### src/rtl/ram_xfer_sched.sv
// ram_xfer_sched: SRAM copy/fill engine that borrows the card SRAM only
// inside the PHI1 window (S = 1..3) and hands it back for all of PHI0.
// Optional fill mode is built when XFER_FILL_EN is defined; otherwise every
// transfer is a copy and the Mode/FillVal inputs are ignored.
// A disturbed access (S off its 1-2-3 sequence) drops its strobes on that
// edge and is retried from the start of the following PHI1 window.
module ram_xfer_sched (
  input  logic        c7m_i,
  input  logic        res_i,
  input  logic [2:0]  s_i,
  input  logic        start_i,
  input  logic        abort_i,
  input  logic        mode_i,
  input  logic [23:0] src_i,
  input  logic [23:0] dst_i,
  input  logic [15:0] len_i,
  input  logic [7:0]  fill_val_i,
  input  logic [7:0]  md_i,
  output logic [23:0] ma_o,
  output logic [7:0]  md_o,
  output logic        n_mcs_o,
  output logic        n_mwe_o,
  output logic        own_o,
  output logic        busy_o,
  output logic        done_o,
  output logic        aborted_o,
  output logic [15:0] remaining_o
);

  localparam int unsigned AW = 24;
  localparam int unsigned DW = 8;
  localparam int unsigned LW = 16;
  localparam int unsigned SW = 3;

  localparam logic [SW-1:0] S_OPEN = SW'(1);
  localparam logic [SW-1:0] S_MID  = SW'(2);
  localparam logic [SW-1:0] S_LAST = SW'(3);

  typedef enum logic [2:0] {
    IDLE    = 3'd0,
    RD_ACC  = 3'd1,
    WR_ACC  = 3'd2,
    WAITWIN = 3'd3,
    FINISH  = 3'd4
  } state_e;

  state_e        state_q, state_d;
  logic          ph_q, ph_d;             // 0: expect S==2 next, 1: expect S==3
  logic [AW-1:0] src_q, src_d;
  logic [AW-1:0] dst_q, dst_d;
  logic [DW-1:0] data_q, data_d;
  logic          have_q, have_d;         // copy byte read, write still owed
  logic          abort_pend_q, abort_pend_d;
  logic          own_q, own_d;
  logic [AW-1:0] ma_q, ma_d;
  logic [DW-1:0] mdo_q, mdo_d;
  logic          ncs_q, ncs_d;
  logic          nwe_q, nwe_d;
  logic          busy_q, busy_d;
  logic          done_q, done_d;
  logic          aborted_q, aborted_d;
  logic [LW-1:0] rem_q, rem_d;

  logic          accept;
  logic          fill_mode;
  logic [DW-1:0] wdata;

  assign accept = (state_q == IDLE) && start_i && !abort_i;

`ifdef XFER_FILL_EN
  logic          mode_q;
  logic [DW-1:0] fill_q;

  // Fill configuration captured alongside the other transfer parameters
  always_ff @(posedge c7m_i) begin
    if (res_i) begin
      mode_q <= 1'b0;
      fill_q <= '0;
    end else if (accept) begin
      mode_q <= mode_i;
      fill_q <= fill_val_i;
    end
  end

  assign fill_mode = mode_q;
  assign wdata     = mode_q ? fill_q : data_q;
`else
  logic unused_fill;
  assign unused_fill = ^{mode_i, fill_val_i};
  assign fill_mode   = 1'b0;
  assign wdata       = data_q;
`endif

  // State and registered-output update
  always_ff @(posedge c7m_i) begin
    if (res_i) begin
      state_q      <= IDLE;
      ph_q         <= 1'b0;
      src_q        <= '0;
      dst_q        <= '0;
      data_q       <= '0;
      have_q       <= 1'b0;
      abort_pend_q <= 1'b0;
      own_q        <= 1'b0;
      ma_q         <= '0;
      mdo_q        <= '0;
      ncs_q        <= 1'b1;
      nwe_q        <= 1'b1;
      busy_q       <= 1'b0;
      done_q       <= 1'b0;
      aborted_q    <= 1'b0;
      rem_q        <= '0;
    end else begin
      state_q      <= state_d;
      ph_q         <= ph_d;
      src_q        <= src_d;
      dst_q        <= dst_d;
      data_q       <= data_d;
      have_q       <= have_d;
      abort_pend_q <= abort_pend_d;
      own_q        <= own_d;
      ma_q         <= ma_d;
      mdo_q        <= mdo_d;
      ncs_q        <= ncs_d;
      nwe_q        <= nwe_d;
      busy_q       <= busy_d;
      done_q       <= done_d;
      aborted_q    <= aborted_d;
      rem_q        <= rem_d;
    end
  end

  // Next-state and output decode
  always_comb begin
    state_d      = state_q;
    ph_d         = ph_q;
    src_d        = src_q;
    dst_d        = dst_q;
    data_d       = data_q;
    have_d       = have_q;
    abort_pend_d = abort_pend_q;
    own_d        = own_q;
    ma_d         = ma_q;
    mdo_d        = mdo_q;
    ncs_d        = ncs_q;
    nwe_d        = nwe_q;
    busy_d       = busy_q;
    done_d       = 1'b0;
    aborted_d    = aborted_q;
    rem_d        = rem_q;

    unique case (state_q)
      IDLE: begin
        if (accept) begin
          src_d        = src_i;
          dst_d        = dst_i;
          rem_d        = len_i;
          busy_d       = 1'b1;
          aborted_d    = 1'b0;
          have_d       = 1'b0;
          abort_pend_d = 1'b0;
          state_d      = (len_i == '0) ? FINISH : WAITWIN;
        end
      end

      WAITWIN: begin
        if (abort_i || abort_pend_q) begin
          aborted_d = 1'b1;
          state_d   = FINISH;
        end else if (s_i == S_OPEN) begin
          own_d = 1'b1;
          ncs_d = 1'b0;
          nwe_d = 1'b1;
          ph_d  = 1'b0;
          if (!fill_mode && !have_q) begin
            ma_d    = src_q;
            state_d = RD_ACC;
          end else begin
            ma_d    = dst_q;
            mdo_d   = wdata;
            state_d = WR_ACC;
          end
        end
      end

      RD_ACC, WR_ACC: begin
        if (abort_i) abort_pend_d = 1'b1;
        if (!ph_q && (s_i == S_MID)) begin
          ph_d = 1'b1;
          if (state_q == RD_ACC) data_d = md_i;
          else                   nwe_d  = 1'b0;
        end else if (ph_q && (s_i == S_LAST)) begin
          own_d = 1'b0;
          ncs_d = 1'b1;
          nwe_d = 1'b1;
          if (state_q == RD_ACC) begin
            src_d  = src_q + AW'(1);
            have_d = 1'b1;
          end else begin
            dst_d  = dst_q + AW'(1);
            rem_d  = rem_q - LW'(1);
            have_d = 1'b0;
          end
          if (abort_pend_q || abort_i) begin
            aborted_d = 1'b1;
            state_d   = FINISH;
          end else if ((state_q == WR_ACC) && (rem_q == LW'(1))) begin
            state_d = FINISH;
          end else begin
            state_d = WAITWIN;
          end
        end else begin
          // Bus phase slipped: release the SRAM now and retry next window
          own_d   = 1'b0;
          ncs_d   = 1'b1;
          nwe_d   = 1'b1;
          state_d = WAITWIN;
        end
      end

      FINISH: begin
        done_d  = 1'b1;
        busy_d  = 1'b0;
        state_d = IDLE;
      end

      default: state_d = IDLE;
    endcase
  end

  assign ma_o        = ma_q;
  assign md_o        = mdo_q;
  assign n_mcs_o     = ncs_q;
  assign n_mwe_o     = nwe_q;
  assign own_o       = own_q;
  assign busy_o      = busy_q;
  assign done_o      = done_q;
  assign aborted_o   = aborted_q;
  assign remaining_o = rem_q;

endmodule

### config.mk
export PLATFORM = sky130hd
export DESIGN_NAME = ram_xfer_sched
export DESIGN_NICKNAME = d
export VERILOG_FILES = /design/src/rtl/ram_xfer_sched.sv
export SDC_FILE = /design/constraint.sdc
export NUM_CORES = 1
export LEC_CHECK = 0
export CORE_ASPECT_RATIO = 1.1
export CORE_MARGIN = 3
export CORE_UTILIZATION = 27
export CTS_CLUSTER_SIZE = 12
export DETAILED_ROUTE_END_ITERATION = 6
export PLACE_DENSITY = 0.58
export SYNTH_ARGS = -nofsm -noshare
export SYNTH_HDL_FRONTEND = slang
export SYNTH_SLANG_ARGS = --single-unit
### constraint.sdc
create_clock -name c7m_i -period 6.1 [get_ports c7m_i]
set_clock_uncertainty 0.05 [all_clocks]
set_input_delay 1.525 -clock c7m_i [delete_from_list [all_inputs] [get_ports c7m_i]]
set_output_delay 1.525 -clock c7m_i [all_outputs]
set_load 0.005 [all_outputs]
==> impl_metrics.ini, run 1 <==
[cts]
cts_tree = done
numClockSinks = 116
holdBufCountCts = 0
cts_root_buffer = clkbuf_16
numCtsBuffers = 17
clk_pin_slew_ns = 0.05
clk_latency_ns = 0.42
post-cts-setup-buffers = 0
clk_path_buf_depth = 2
ctsHtreeMaxLevel = 4
cts_resized = 0

[power_and_ir_drop]
p_sw_share_pct = 34.2
power_density_nw_per_um2 = 319
peakVddDrop_mv = 0.132
clockPowerShare_pct = 38.2
seqPwrFrac_pct = 35.2
p_int_mw = 1.75
power_frac_comb_pct = 26.6
switchingPower_mw = 0.906
p_leak_nw = 2.64

[grt]
grt_pass1_vias = 6207
grt_max_degree = 86
overflow = 0
antenna_found_initial = 1
grt_usage_pct = 17.6
grt_pass1_wl_mm = 34.3

[floorplan]
initial_core_util_pct = 27.8
io_pins = 142
die_w_um = 150
die-area_um2 = 24800
fp.coreArea_um2 = 22300
row_count = 57
die_h_um = 165

[cells_and_area]
mostFrequentLayoutCell = clkdlybuf4s50_1
final_cells = 1203
area_growth_pct = 34.1
final_util_pct = 37.3
layout_common_cells = 131 x clkdlybuf4s50_1, 115 x dfxtp_1, 79 x nor2_1
layout-drive-gt1-share_pct = 6.29
num-fill-cells = 2321
nets = 985

[hold_path]
min_from = data_q[3]
hold_path.class = flop to flop
hold_end = data_q[3]
hold_depth = 2

[worst_setup_path]
crit_type = input pin to flop
r2r_setup_slack_ns = 3.27
rr_endpoint = state_q[0]
crit-reg2reg-launch = state_q[1]
worstPathMaxFanout = 22
crit_path_max_incr_delay_ns = 0.63
crit_slowest_cell = nand2_1
path_buf_inv = 1
critPathArrivalTime_ns = 4.27
crit_family = simple AND/OR/NAND/NOR gates
rr_worst_depth = 5
cp-end-kind = flop
cp_cell_sequence = clkdlybuf4s50_1 > nand4b_1 > mux2i_1 > nand2_1 > or3_1 > a31oi_1
critPathLaunchType = input pin
worst-endpoint-required_ns = 6.38

[synth]
synth_top_area_share_pct = 37.4
syn_avg_cell_area_um2 = 7.75
synth_area_leaders = dfxtp_1 37%, a211oi_1 6.2%, a21oi_1 5.9%, nor2_1 4.8%, mux2i_1 4.7%
syn_nets = 892
synth_edf_count = 0
ys_ff_latch = 116
async_reset_ff_share_pct = 0
yosysTopAreaCell = dfxtp_1
ys_types = 64
yosysSeqAreaShare_pct = 37.4
yosys_warnings = 0
netlist_instances = 800
syn_area_um2 = 6200
synth-main-ff-cell = dfxtp_1

[timing]
rsz0062_at_grt = no
period_needed_ns = 3.99
slew_viol_final = 0
relSlewSlack_pct = 26.1
finalSetupTns_ns = 0
min_period_over_period_pct = 65.4
worstMarginPinSlew_ns = 1.10
hold_viol = 0
max_freq_mhz = 251
setup_violations = 0
holdWs_ns = 0.404

[place]
dp_hpwl_mm = 15.3
place_congestion = 0.831
io_buffers = 132
dp_cells = 1169

[routing]
drt_first_pass_iters = 5
vias = 6538
viasPerCell = 5.43
wl_mm = 22.1
wl_per_cell_um = 18.4
drc = 0
postRouteAntennaNets = 0
first_iter_violations = 461

[status]
status = complete, no violations

[job]
drv_cap = 0
[state kept, by name, indices dropped and copies added (netlist names), 3 cells and up]
name and cells:
dst_q 24, ma_o 24, src_q 24, remaining_o 16, data_q 8, md_o 8
state_q 3
[worst max-delay path by stage]
| stage | start | to | slack, ns | cells past startpoint |
|---|---|---|---|---|
| finish | s_i[2] | dst_q[0] | 2.11 | 6 |
| global route | s_i[2] | dst_q[0] | 1.91 | 6 |
| CTS | s_i[2] | dst_q[0] | 2.15 | 6 |
| detailed placement | s_i[2] | dst_q[0] | 1.68 | 6 |
| global placement | s_i[2] | dst_q[0] | 1.77 | 6 |
| floorplan | s_i[2] | src_q[4] | 3.05 | 7 |
[per-layer routing]
layer  global-route usage [%]  vias up  routed length (µm)
met5                        0        -                   0
met3                     3.73       30                1370
met1                     23.6     3110                9920
met2                     27.9      208               10400
met4                     6.36        0                 429
li1                         -     3190                   -
[tightest hold or removal path: stages (launching register included)]
cell	delay, ns
dfxtp_1	0.31
nand2_1	0.05
a21oi_1	0.05
[synthesized netlist by cell type, types with 4 or more instances]
cell type	instances
a211oi_1	51
a21o_1	4
a21oi_1	73
a221oi_1	4
a311oi_1	6
a31oi_1	13
and2_1	5
and3_1	10
and4_1	9
buf_1	4
buf_2	7
clkbuf_1	56
dfxtp_1	116
ha_1	4
inv_1	12
mux2i_1	29
nand2_1	76
nand3_1	41
nand4_1	18
nor2_1	80
nor3_1	23
nor3b_1	5
nor4_1	13
o21ai_0	56
o221ai_1	5
o22ai_1	6
o31ai_1	4
o32ai_1	7
or3_1	8
[metrics by stage]
stage          power, mW  cell area [µm²]  worst slack, ns
2_1_floorplan       1.38             6200             3.05
3_3_place_gp        1.64             7720             1.77
3_5_place_dp        1.64             7720             1.68
4_1_cts             2.66             8310             2.15
5_1_grt             2.79             8320             1.91
6_report            2.65             8320             2.11
[cell families (layout without fill, tap and decap cells)]
kind of cell,Yosys count,in the layout,synth area share (%)
compound gates,261,261,27.2
xor+xnor,2,2,0.283
fa+ha+maj,4,4,0.807
buf+inv,80,186,5.00
flops,116,116,37.4
mux,29,29,4.68
other cells,0,2,0
simple gates,308,308,24.6
[area by class of cell]
| type | count | area (µm²) | area share, % |
|---|---|---|---|
| well taps | 295 | 369 | 4.44 |
| inverters | 12 | 45.0 | 0.542 |
| diodes | 2 | 5.00 | 0.0602 |
| multi-input cells | 604 | 3590 | 43.1 |
| clock buffers | 19 | 433 | 5.20 |
| clock inverters | 13 | 160 | 1.93 |
| repair buffers | 142 | 1390 | 16.8 |
| flip-flops and latches | 116 | 2320 | 27.9 |
[power by group through the flow]
stage	sequential [mW]	combinational [mW]	clock, mW
after floorplan	0.890	0.495	0
after global placement	0.946	0.696	0
after detailed placement	0.945	0.698	0
after CTS	0.930	0.702	1.03
after global routing	0.944	0.784	1.06
final	0.933	0.705	1.01
Power figures use the tool's default switching activity.
==> inputs of run 2 (changes only) <==
- clock period: 6.1 -> 3.8 ns (I/O delays scaled with it)
==> run 2 against run 1 <==
  * Clock-buffer cell count shrank 1
  * Worst setup slack lost 1.3 ns
  * Power grew 63%
  * Global-route usage shrank 0.079 points
  * Largest power group unchanged
==> impl_metrics.ini, run 2 (same netlist as run 1, synthesis figures left out) <==
[timing]
setup_ws_ns = 0.807
min_period_over_period_pct = 78.8
max_freq_mhz = 334
relSlewSlack_pct = 30.2
rsz0062_at_grt = no
slew_viol_final = 0
setup_violations = 0
worstMarginPinSlew_ns = 1.05
finalSetupTns_ns = 0
period_needed_ns = 2.99
hold_viol = 0
holdWs_ns = 0.406

[cts]
numClockSinks = 116
clk_pin_slew_ns = 0.06
numCtsBuffers = 17
cts_resized = 0
holdBufCountCts = 0
ctsHtreeMaxLevel = 4
clk_latency_ns = 0.42
post-cts-setup-buffers = 0
clk_path_buf_depth = 2
cts_tree = done
cts_root_buffer = clkbuf_16

[power_and_ir_drop]
p_leak_nw = 2.71
finalPower_mw = 4.33
power_density_nw_per_um2 = 514
peakVddDrop_mv = 0.254

[worst_setup_path]
worstPathMaxFanout = 36
critPathLaunchType = input pin
crit_type = input pin to flop
worst-endpoint-required_ns = 4.06
crit_path_max_incr_delay_ns = 0.46
rr_worst_depth = 6
rr_endpoint = dst_q[10]
crit-reg2reg-launch = state_q[0]
startpoint = s_i[2]
cp-end-kind = flop
crit_slowest_cell = clkdlybuf4s50_1
cp_cell_sequence = clkdlybuf4s50_1 > nand4b_1 > mux2i_1 > and2_1 > buf_4 > nor2_1 > a2111oi_0
r2r_setup_slack_ns = 1.10
critPathArrivalTime_ns = 3.25

[floorplan]
fp.coreArea_um2 = 22300
initial_core_util_pct = 27.8
io_pins = 142
die-area_um2 = 24800
row_count = 57
die_w_um = 150
die_h_um = 165

[grt]
antenna_found_initial = 0
grt_pass1_vias = 6108
grt_max_degree = 51
grt_pass1_wl_mm = 34.2
grt_usage_pct = 17.5
overflow = 0

[routing]
wl_per_cell_um = 18.2
first_iter_violations = 487
wl_mm = 22.1
postRouteAntennaNets = 0
drt_first_pass_iters = 5
vias = 6518
viasPerCell = 5.38
drc = 0

[place]
dp_hpwl_mm = 15.9
io_buffers = 132
dp_slack_ns = 0.352
place_congestion = 0.866
dp_cells = 1179
post_dp_cell_area_um2 = 7810

[cells_and_area]
layout-drive-gt1-share_pct = 7.53
multiInputGateArea_um2 = 3590
area.sequential_um2 = 2320
layout_common_cells = 131 x clkdlybuf4s50_1, 115 x dfxtp_1, 79 x nor2_1
final_cells = 1211
antenna_cells = 0
num-fill-cells = 2295
area_growth_pct = 35.9
final_util_pct = 37.7
nets = 995
mostFrequentLayoutCell = clkdlybuf4s50_1
fin_area_um2 = 8430

[hold_path]
hold_depth = 2
hold_path.class = flop to flop
hold_end = md_o[0]
min_from = md_o[0]

[job]
drv_cap = 0

[status]
status = complete, no violations
[run 2: cell count changes in the layout (fill, tap and decap cells not counted), sizes merged]
cell	delta
clkinv	+1
clkbuf	-1
buf	+10
inv	+2
clkinvlp	-2
diode	-2
[run 2: cell type report]
| type | count | area share [%] |
|---|---|---|
| clock buffer | 18 | 5.21 |
| clock inverter | 14 | 2.12 |
| inverter | 12 | 0.535 |
| multi-input combinational | 604 | 42.6 |
| sequential | 116 | 27.6 |
| tap | 295 | 4.38 |
| timing repair buffer | 152 | 17.6 |
[run 2: worst max-delay path by stage]
stage                endpoint  slack, ns  cells past startpoint
floorplan            src_q[4]       1.33                      7
global placement    dst_q[23]       0.49                      7
detailed placement  dst_q[23]       0.35                      7
CTS                 dst_q[23]       0.79                      7
global route        dst_q[23]       0.55                      7
finish              dst_q[23]       0.81                      7
[run 2: routing by layer]
metal / track usage, % / vias up / share of wire [%]
li1: - / 3220 / -
met1: 23.4 / 3055 / 45
met2: 28.0 / 218 / 47
met3: 3.57 / 25 / 6.0
met4: 6.61 / 0 / 2.2
met5: 0 / - / 0
[run 2: critical path: cells and delay by family]
kind | cells | cell delay (ns)
buf+inv | 2 | 0.81
compound gates | 1 | 0.31
simple gates | 3 | 0.71
mux | 1 | 0.46
[run 2: power breakdown]
group          total [mW]  leakage [nW]  switching (mW)  internal (mW)
Combinational        1.16          1.47           0.674          0.485
Clock                1.68         0.293           0.623           1.05
Sequential           1.50         0.942           0.181           1.32
==> inputs of run 3 (changes only) <==
- PLACE_DENSITY: 0.58 -> 0.6
- clock period: 3.8 -> 2.48 ns (I/O delays scaled with it)
==> run 3 against run 2 <==
  * Critical path depth rose by 1
  * Final cell count grew 4.2%
  * Largest cell class unchanged
  * Clock power is 51% higher
  * Die area did not move
  * First-iteration DRC count increased by 6.2%
  * Power grew 56%
  * Via count up 3.2%
  * Non-clock buffer count increased by 49
  * Flip-flop and latch count unchanged
  * Sequential share of layout area shrank 1.4 points
  * Sequential power rose by 49%
==> impl_metrics.ini, run 3 (same netlist as run 1, synthesis figures left out) <==
[place]
post_dp_cell_area_um2 = 8260
dp_hpwl_mm = 16.1
io_buffers = 132
place_congestion = 0.867

[cells_and_area]
final_util_pct = 39.8
area.sequential_um2 = 2320
layout_common_cells = 131 x clkdlybuf4s50_1, 115 x dfxtp_1, 79 x nor2_1
layout-drive-gt1-share_pct = 12.2
num-fill-cells = 2265
multiInputGateArea_um2 = 3590
area_growth_pct = 43.2
fin_area_um2 = 8880
mostFrequentLayoutCell = clkdlybuf4s50_1
nets = 1044

[worst_setup_path]
cp_cell_sequence = clkdlybuf4s50_1 > nand4b_1 > mux2i_1 > buf_4 > and2_1 > buf_4 > o221ai_1 > a21oi_1
rr_worst_depth = 6
critPathArrivalTime_ns = 2.51
cp-end-kind = flop
startpoint = s_i[2]
critPathLaunchType = input pin
crit_path_max_incr_delay_ns = 0.41
crit_type = input pin to flop
worstPathMaxFanout = 12
worst-endpoint-required_ns = 2.77
cp_common_cell = buf_4
crit_slowest_cell = clkdlybuf4s50_1
crit_path_end = src_q[16]
r2r_setup_slack_ns = 0.25
rr_endpoint = dst_q[20]
crit-reg2reg-launch = dst_q[0]

[floorplan]
die_h_um = 165
fp.coreArea_um2 = 22300
row_count = 57
io_pins = 142
die_w_um = 150
initial_core_util_pct = 27.8
die-area_um2 = 24800

[job]
drv_cap = 0

[timing]
min_period_over_period_pct = 89.9
holdWs_ns = 0.402
worstMarginPinSlew_ns = 0.592
setup_violations = 0
period_needed_ns = 2.23
rsz0062_at_grt = no
slew_viol_final = 0
relSlewSlack_pct = 60.5
hold_viol = 0
max_freq_mhz = 449

[routing]
viasPerCell = 5.33
vias = 6725
first_iter_violations = 517
wl_per_cell_um = 17.5
postRouteAntennaNets = 0
drc = 0
wl_mm = 22.1
drt_first_pass_iters = 5

[cts]
post-cts-setup-buffers = 0
clk_path_buf_depth = 2
cts_root_buffer = clkbuf_16
numClockSinks = 116
cts_tree = done
holdBufCountCts = 0
numCtsBuffers = 17
cts_resized = 0
clk_latency_ns = 0.42
clk_pin_slew_ns = 0.06
ctsHtreeMaxLevel = 4

[hold_path]
hold_depth = 2
hold_path.class = flop to flop

[power_and_ir_drop]
p_leak_nw = 2.96
finalPower_mw = 6.78
peakVddDrop_mv = 0.448
power_density_nw_per_um2 = 763

[grt]
grt_pass1_wl_mm = 34.5
grt_pass1_vias = 6410
grt_usage_pct = 17.6
grt_max_degree = 68
overflow = 0
antenna_found_initial = 1

[status]
status = complete, no violations
run 3: report_power, final:
| group | leakage [nW] | switching (mW) | internal (mW) |
|---|---|---|---|
| clock network | 0.278 | 0.945 | 1.58 |
| registers | 0.942 | 0.223 | 2.02 |
| logic | 1.74 | 1.11 | 0.896 |
run 3: layout make-up:
cell class              instances  area share [%]
diodes                          2          0.0564
inverters                      12           0.507
multi-input cells             604            40.4
flip-flops and latches        116            26.2
well taps                     295            4.16
repair buffers                201            21.8
clock inverters                15            2.07
clock buffers                  17            4.79
run 3: how the worst min path moves through the flow:
| stage | endpoint | slack [ns] | from |
|---|---|---|---|
| 2_1_floorplan | data_q[7] | 0.39 | data_q[7] |
| 3_3_place_gp | data_q[3] | 0.39 | data_q[3] |
| 3_5_place_dp | md_o[1] | 0.40 | md_o[1] |
| 4_1_cts | md_o[1] | 0.40 | md_o[1] |
| 5_1_grt | md_o[0] | 0.43 | md_o[0] |
| 6_report | md_o[1] | 0.40 | md_o[1] |
run 3: stage by stage:
step           setup TNS [ns]  std cells  worst slack (ns)
6_report                    0       1262             0.251
3_5_place_dp            -6.05       1228            -0.176
3_3_place_gp            -3.24       1228            -0.118
5_1_grt                     0       1261            0.0597
4_1_cts                     0       1260             0.255
2_1_floorplan               0        800             0.337
run 3: routing by layer:
| layer | global-route usage, % | share of wire [%] | vias up |
|---|---|---|---|
| li1 | - | - | 3325 |
| met1 | 23.1 | 45 | 3115 |
| met2 | 28.5 | 47 | 250 |
| met3 | 3.51 | 5.7 | 35 |
| met4 | 6.91 | 2.6 | 0 |
| met5 | 0 | 0 | - |
run 3: worst max-delay path, delay by kind of cell:
family	cells	cell delay, ns
AOI/OAI and AO/OA	2	0.32
buffers and inverters	3	0.76
muxes	1	0.31
and+or+nand+nor	2	0.48
